## config.mk

```make
export PLATFORM = sky130hd
export DESIGN_NAME = nibble_serial_sub32
export DESIGN_NICKNAME = d
export VERILOG_FILES = /design/src/rtl/nibble_serial_sub32.sv
export SDC_FILE = /design/constraint.sdc
export NUM_CORES = 1
export LEC_CHECK = 0
export CAP_MARGIN = 20
export CORE_MARGIN = 2
export CORE_UTILIZATION = 40
export CTS_CLUSTER_DIAMETER = 200
export CTS_CLUSTER_SIZE = 14
export DETAILED_ROUTE_END_ITERATION = 10
export DONT_BUFFER_PORTS = 1
export PLACE_DENSITY = 0.64
export REMOVE_ABC_BUFFERS = 1
export SKIP_LAST_GASP = 1
export SYNTH_ARGS = -nofsm -noshare
export SYNTH_HDL_FRONTEND = slang
export SYNTH_SLANG_ARGS = --single-unit
```

## constraint.sdc

```tcl
create_clock -name clk -period 2.63 [get_ports clk]
set_input_delay 0 -clock clk [delete_from_list [all_inputs] [get_ports clk]]
set_output_delay 0 -clock clk [all_outputs]
set_load 0.03 [all_outputs]
```

## src/rtl/nibble_serial_sub32.sv

```systemverilog
// nibble_serial_sub32: 32-bit subtractor that processes one nibble per cycle.
// A start in IDLE latches the operands, eight RUN cycles ripple the borrow
// through nibbles 0..7, and FIN publishes the registered result with a
// one-cycle done pulse. Start-to-done is ten cycles; throughput is ten cycles.
module nibble_serial_sub32 (
    input  logic        clk,
    input  logic        rst_n,
    input  logic        start,
    input  logic [31:0] a,
    input  logic [31:0] b,
    input  logic        bin,
    output logic [31:0] diff,
    output logic        bout,
    output logic        ovf,
    output logic        zero,
    output logic        busy,
    output logic        done
);

    typedef enum logic [1:0] {
        IDLE = 2'd0,
        RUN  = 2'd1,
        FIN  = 2'd2
    } state_t;

    state_t      state;
    state_t      state_next;

    logic [31:0] a_reg;
    logic [31:0] b_reg;
    logic [31:0] res_reg;
    logic        borrow;
    logic [2:0]  cnt;

    logic [4:0]  bit_base;
    logic [3:0]  a_nib;
    logic [3:0]  b_nib;
    logic [4:0]  nib_diff;

    // Current nibble slice and its 4-bit subtraction with borrow. The fifth
    // bit of the result is the borrow out of this nibble; when a_nib equals
    // b_nib it simply reproduces the incoming borrow (bypass case).
    assign bit_base = {cnt, 2'b00};
    assign a_nib    = a_reg[bit_base +: 4];
    assign b_nib    = b_reg[bit_base +: 4];
    assign nib_diff = {1'b0, a_nib} - {1'b0, b_nib} - {4'b0000, borrow};

    // State register.
    // NOTE: all clocked state uses non-blocking assignments so every register
    // samples pre-edge values regardless of block ordering.
    always_ff @(posedge clk or negedge rst_n) begin
        if (!rst_n) begin
            state <= IDLE;
        end else begin
            state <= state_next;
        end
    end

    // Next-state logic: start is only honoured in IDLE.
    // NOTE: state_next gets a default before the case so no path leaves it
    // unassigned, which would otherwise infer a latch.
    always_comb begin
        state_next = state;
        case (state)
            IDLE:    if (start) state_next = RUN;
            RUN:     if (cnt == 3'd7) state_next = FIN;
            FIN:     state_next = IDLE;
            default: state_next = IDLE;
        endcase
    end

    // Output decode: busy for every non-IDLE state.
    always_comb begin
        busy = (state != IDLE);
    end

    // Working datapath: latch operands on accept, one nibble per RUN cycle.
    always_ff @(posedge clk or negedge rst_n) begin
        if (!rst_n) begin
            a_reg   <= '0;
            b_reg   <= '0;
            res_reg <= '0;
            borrow  <= 1'b0;
            cnt     <= '0;
        end else begin
            case (state)
                IDLE: begin
                    if (start) begin
                        a_reg   <= a;
                        b_reg   <= b;
                        borrow  <= bin;
                        res_reg <= '0;
                        cnt     <= '0;
                    end
                end
                RUN: begin
                    res_reg[bit_base +: 4] <= nib_diff[3:0];
                    borrow                 <= nib_diff[4];
                    cnt                    <= cnt + 3'd1;
                end
                default: ;
            endcase
        end
    end

    // Result registers: loaded only from FIN, held otherwise; done pulses once.
    always_ff @(posedge clk or negedge rst_n) begin
        if (!rst_n) begin
            diff <= '0;
            bout <= 1'b0;
            ovf  <= 1'b0;
            zero <= 1'b0;
            done <= 1'b0;
        end else begin
            done <= 1'b0;
            if (state == FIN) begin
                diff <= res_reg;
                bout <= borrow;
                ovf  <= (a_reg[31] != b_reg[31]) && (res_reg[31] != a_reg[31]);
                zero <= (res_reg == 32'd0);
                done <= 1'b1;
            end
        end
    end

endmodule

```

==> results of run 1 <==
[cells in the final DEF (no fill, tap or decap), types with 3 or more instances in the layout]
cell type	netlist	final
nor2_1	6	6
nor2b_1	3	3
clkbuf_16	0	17
mux2_2	33	33
o21ai_0	28	28
o31ai_1	3	3
dlygate4sd3_1	0	65
nand2_1	215	214
dfrtp_1	138	137
clkbuf_1	24	7
inv_1	9	9
buf_6	1	3
buf_4	0	7
clkbuf_8	0	4
nand3_1	33	33
o21ai_1	7	7
nand4_1	4	4
mux4_2	16	16
mux2i_1	6	3
ha_1	8	5
nor4_1	8	8
[how the worst max path moves through the flow]
stage | slack, ns | endpoint | cells past startpoint
after floorplan | -0.50 | borrow$_DFFE_PN0P_ | 9
after global placement | 0.06 | borrow$_DFFE_PN0P_ | 9
after detailed placement | -0.02 | res_reg[27]$_DFFE_PN0P_ | 8
after CTS | 0.009 | borrow$_DFFE_PN0P_ | 9
after global routing | -0.05 | res_reg[27]$_DFFE_PN0P_ | 9
final | 0.09 | res_reg[27]$_DFFE_PN0P_ | 8
[where the power goes]
group | switching [W] | internal, W
clock network | 0.000808 | 0.00139
logic | 0.00255 | 0.00208
registers | 0.00115 | 0.00304
[critical path, delay by kind of cell (launching register included)]
family                   cells  cell delay (ns)
buffers and inverters        1             0.15
AO/OA/AOI/OAI                1             0.21
flip-flops                   1             0.44
adder cells (fa/ha/maj)      2             0.50
multiplexers                 3             0.84
XOR/XNOR                     1             0.27
[area by class of cell]
class	instances	area [um2]	area share, %
Inverter	10	37.54	0.5024
Clock buffer	28	506.7	6.783
Clock inverter	2	35.03	0.4689
Tap cell	184	230.2	3.082
Sequential cell	138	3455	46.24
Multi-Input combinational cell	390	2450	32.79
Timing Repair Buffer	76	757.0	10.13
[repair_timing]
item | CTS | global route
endpoints found under the setup margin | 8 | 16
gates resized for setup | 1 | 15
hold endpoints to repair | 203 | 138
pin swaps | 0 | 4
[layer usage]
layer	track usage [%]	part of all wire [%]	wire [um]	up-vias
met2	30.74	51	6965	119
li1	-	-	-	2030
met5	0	0	0	-
met4	6.270	1.5	198	0
met3	5.225	4.8	650	17
met1	22.73	42	5715	2153
[kinds of logic after synthesis]
kind of cell	after synthesis
AOI/OAI and AO/OA	42
xor gates and xnor gates	3
adders and majority gates	10
buffers and inverters	39
DFF	138
muxes	55
and+or+nand+nor	280
[stage by stage]
stage / setup slack, ns / instance area (um2) / hold slack (ns) / utilization (%)
5_1_grt: -0.05103 / 7471 / -0.7407 / 51.21
3_3_place_gp: 0.06092 / 6193 / -0.2922 / 42.45
2_1_floorplan: -0.5047 / 5857 / -0.2956 / -
6_report: 0.08716 / 7471 / -0.7198 / 51.21
4_1_cts: 0.009115 / 7387 / -0.7370 / 50.63
3_5_place_dp: -0.02095 / 6193 / -0.2923 / 42.45
==> impl_metrics.toml, run 1 <==
[run_status]
status = "finished with violations"
violations = "negative hold slack"

[clock_network]
tritoncts = "built"
root_buffer = "clkbuf_16"
insertion_delay_ns = 0.42
cts_setup_buffers = 0
clk_pin_slew_ns = 0.05
cts_buffers = 17
cts_hold_buf = 65
cts_max_level = 4
cts_sinks = 138
max-clock-path-buffers = 2

[sta]
relSlewSlack_pct = 40.99
setup_viol = 0
worst_slew_pin_slew_ns = 0.8852
setup_tns_ns = 0
max_freq_mhz = 393.3
min_period_ns = 2.543
finalHoldViolations = 138
rsz0062_at_grt = "true"
holdWs_ns = -0.7198
finalCritPeriodShare_pct = 96.69
report.final.slew_viol_count = 0
finClkSkew_ns = 0.01446

[placed_design]
place_inst = 733
portBuffers = 0
dpl.hpwl_um = 8907
place.gp.congestion = 0.8059

[routing]
routedWlPerCell_um = 16.34
via_count = 4319
drtIter0Drc = 296
viasPerCell = 5.216
route.detailed.drc = 0
wl_um = 13530
firstDrtPassIters = 4
antenna_left = 0

[die]
initial_core_util_pct = 40.95
rows = 44
die_w_um = 126.2
fp.coreArea_um2 = 14590
io_pins = 105
fp.dieH_um = 126.2
dieArea_um2 = 15930

[worst_setup_path]
end_kind = "flop"
crit_fanout = 8
crit_start = "cnt[0]$_DFFE_PN0P_"
r2r-end = "res_reg[27]$_DFFE_PN0P_"
rr_startpoint = "cnt[0]$_DFFE_PN0P_"
reg2regPathDepth = 8
rrSetupSlack_ns = 0.09
worstPathRequired_ns = 2.91
critPathKind = "reg -> reg"
crit_arrival_ns = 2.82
cp_slowest_stage_delay_ns = 0.51
cp-start-kind = "flop"
crit_chain = "buf_6, mux4_2, mux2i_2, fa_2, ha_4, a21oi_4, xor2_4, mux2i_1"
slowest_stage = "mux4_2"

[yosys]
synth_top_cells_by_area = "dfrtp_1 58%, nand2_1 14%, mux2_2 6.2%"
synth_mux_area_share_pct = 13.26
synth-xor-area-share_pct = 0.7539
yosys_warnings = 0
netlist_top_cells_count = "215 x nand2_1, 138 x dfrtp_1, 33 x mux2_2, 33 x nand3_1, 28 x o21ai_0"
yosysUniqueCellTypes = 30
ys_seq_elements = 138
syn_area_um2 = 5974
avgSynthCellArea_um2 = 10.54
netlist_instances = 567
synth_top_area_cell = "dfrtp_1"
yosys.area.top_type_share_pct = 57.80
synthFlopType = "dfrtp_1"
synthSimpleGateAreaFrac_pct = 19.41
ys_seq_area_share_pct = 57.80
synth_top_family_by_area = "simple AND/OR/NAND/NOR gates"
synth_edf_count = 0
synthAdderAreaFrac_pct = 2.346
synth_compound_area_share_pct = 3.832
synth-async-reset-ratio_pct = 100.0
yosysMostFrequentCell = "nand2_1"

[global_routing]
grt_pass1_wl_um = 22940
antenna_found_initial = 0
overflow = 0
track_usage_pct = 18.29
grt_max_degree = 139
grt_pass1_vias = 4545

[worst_hold_path]
min_path_type = "in -> async"

[pwr]
vdd_drop_max_v = 0.0008337
p_leak_nw = 3.463
total_power_w = 0.01102
power_density_nw_per_um2 = 1475

[cells_and_area]
antenna_cells = 0
area_growth_syn_to_layout_pct = 25.05
n_fill_cell = 1262
drive_gt1_share_pct = 15.53
layout.nets = 711
final_cells = 828

[flow_run]
maxCapViolCount = 0
Power figures use the tool's default switching activity.
==> inputs of run 2 (changes only) <==
--- a/config.mk
+++ b/config.mk
@@ -14,6 +14,7 @@
 export DONT_BUFFER_PORTS = 1
 export PLACE_DENSITY = 0.64
 export REMOVE_ABC_BUFFERS = 1
+export SETUP_SLACK_MARGIN = 0.4
 export SKIP_LAST_GASP = 1
 export SYNTH_ARGS = -nofsm -noshare
 export SYNTH_HDL_FRONTEND = slang
==> run 2 against run 1 <==
The run still ends with negative hold slack left. Cell count is the same. Critical path depth is the same. Non-clock buffer count unchanged. Routed wire length up 0.70%. Sequential share of layout area is 0.53 points lower. Combinational power is 12% higher. Cell area rose by 1.2%. Die area is the same.
==> impl_metrics.toml, run 2 (synthesis results as in run 1) <==
[routing]
drtIter0Drc = 287
via_count = 4336
routedWlPerCell_um = 16.45
antenna_left = 0
wl_um = 13620
viasPerCell = 5.237
route.detailed.drc = 0
firstDrtPassIters = 4

[clock_network]
clk_pin_slew_ns = 0.05
cts_buffers = 17
root_buffer = "clkbuf_16"
cts_hold_buf = 65
cts_max_level = 4
max-clock-path-buffers = 2
insertion_delay_ns = 0.42
tritoncts = "built"
cts_sinks = 138
cts_setup_buffers = 0

[cells_and_area]
seq_area_um2 = 3455
antenna_cells = 0
fin_area_um2 = 7557
layout_common_cells = "212 x nand2_1, 137 x dfrtp_1, 65 x dlygate4sd3_1"
final_cells = 828
layout.nets = 711
multi_input_area_um2 = 2527
drive_gt1_share_pct = 18.32
n_fill_cell = 1250
area_growth_syn_to_layout_pct = 26.49
layout_commonest_cell = "nand2_1"

[global_routing]
use_met3_pct = 5.225
overflow = 0
grt_max_degree = 139
track_usage_pct = 18.61
grtUsageMet2_pct = 31.69
grt_pass1_vias = 4581
grt_pass1_wl_um = 23280
antenna_found_initial = 0
busiest_layer = "met2"
use_met1_pct = 22.94

[worst_setup_path]
crit_family = "multiplexers"
end_kind = "flop"
crit_chain = "buf_6, mux4_2, mux2i_2, fa_2, ha_4, a21oi_4, xor2_4, mux2i_1"
worstPathRequired_ns = 2.91
cp-start-kind = "flop"
critPathKind = "reg -> reg"
crit_fanout = 8
crit_arrival_ns = 2.79
cp_slowest_stage_delay_ns = 0.51
slowest_stage = "mux4_2"
path_buf_inv = 1

[placed_design]
place.gp.congestion = 0.8059
portBuffers = 0
place_inst = 733
dpl.hpwl_um = 8907
placed_area_um2 = 6193

[sta]
max_freq_mhz = 398.7
rsz0062_at_grt = "true"
relSlewSlack_pct = 41.07
finClkSkew_ns = 0.009714
finalHoldViolations = 138
min_period_ns = 2.508
finalCritPeriodShare_pct = 95.37
report.final.slew_viol_count = 0
setup_viol = 0
holdWs_ns = -0.7222
worst_slew_pin_slew_ns = 0.8840
setup_tns_ns = 0

[worst_hold_path]
min_path_type = "in -> async"

[run_status]
violations = "negative hold slack"
status = "finished with violations"

[flow_run]
maxCapViolCount = 0

[pwr]
p_leak_nw = 3.484
vdd_drop_max_v = 0.0008557
power_density_nw_per_um2 = 1533
total_power_w = 0.01159

[die]
fp.coreArea_um2 = 14590
initial_core_util_pct = 40.95
io_pins = 105
rows = 44
dieArea_um2 = 15930
die_w_um = 126.2
fp.dieH_um = 126.2
## run 2: changes by cell type in the layout (fill, tap and decap cells not counted), sizes merged
cell / delta
clkinv: +1
inv: -2
clkinvlp: +1
## run 2: report_power, final
part           switching, W  leakage (nW)  internal [W]
clock              0.000814         0.265       0.00139
combinational       0.00285          1.51       0.00235
sequential          0.00114          1.71       0.00304
## run 2: worst reg2reg max path, delay by kind of cell (launching register included)
kind,cells,cell delay (ns)
XOR/XNOR,1,0.27
buffers and inverters,1,0.14
multiplexers,3,0.86
adder cells (fa/ha/maj),2,0.49
AO/OA/AOI/OAI,1,0.17
flip-flops,1,0.44
## run 2: final timing paths
kind,startpoint,to,slack (ns),cells past startpoint
min,rst_n,diff[19]$_DFFE_PN0P_,-0.72,0
min reg2reg,a_reg[9]$_DFFE_PN0P_,a_reg[9]$_DFFE_PN0P_,0.47,2
max,cnt[0]$_DFFE_PN0P_,res_reg[27]$_DFFE_PN0P_,0.12,8
max in group asynchronous,rst_n,cnt[0]$_DFFE_PN0P_,3.15,0
min in group clk,start,b_reg[12]$_DFFE_PN0P_,0.07,3
max reg2reg,cnt[0]$_DFFE_PN0P_,res_reg[27]$_DFFE_PN0P_,0.12,8
## run 2: area by class of cell
cell class                      instances  share of cell area [%]
Sequential cell                       138                   45.71
Multi-Input combinational cell        390                   33.44
Timing Repair Buffer                   76                   10.02
Clock buffer                           28                   6.705
Tap cell                              184                   3.046
Inverter                               10                  0.6126
Clock inverter                          2                  0.4636
## run 2: metal layers
| layer | part of all wire [%] | vias to the layer above |
|---|---|---|
| met1 | 42 | 2161 |
| met5 | 0 | - |
| met4 | 1.6 | 0 |
| met3 | 4.9 | 21 |
| li1 | - | 2033 |
| met2 | 51 | 121 |
## run 2: stage by stage
stage,worst slack (ns),utilization (%)
6_report,0.1219,51.80
5_1_grt,0.004546,51.80
4_1_cts,0.1004,51.51
3_5_place_dp,-0.02095,42.45
3_3_place_gp,0.06092,42.45
2_1_floorplan,-0.5047,-
## run 2: timing repair
| item | in CTS | in global routing |
|---|---|---|
| resized for setup | 37 | 12 |
| endpoints found under the hold margin | 203 | 138 |
| pin swaps | 14 | 6 |
| endpoints found under the setup margin | 33 | 33 |
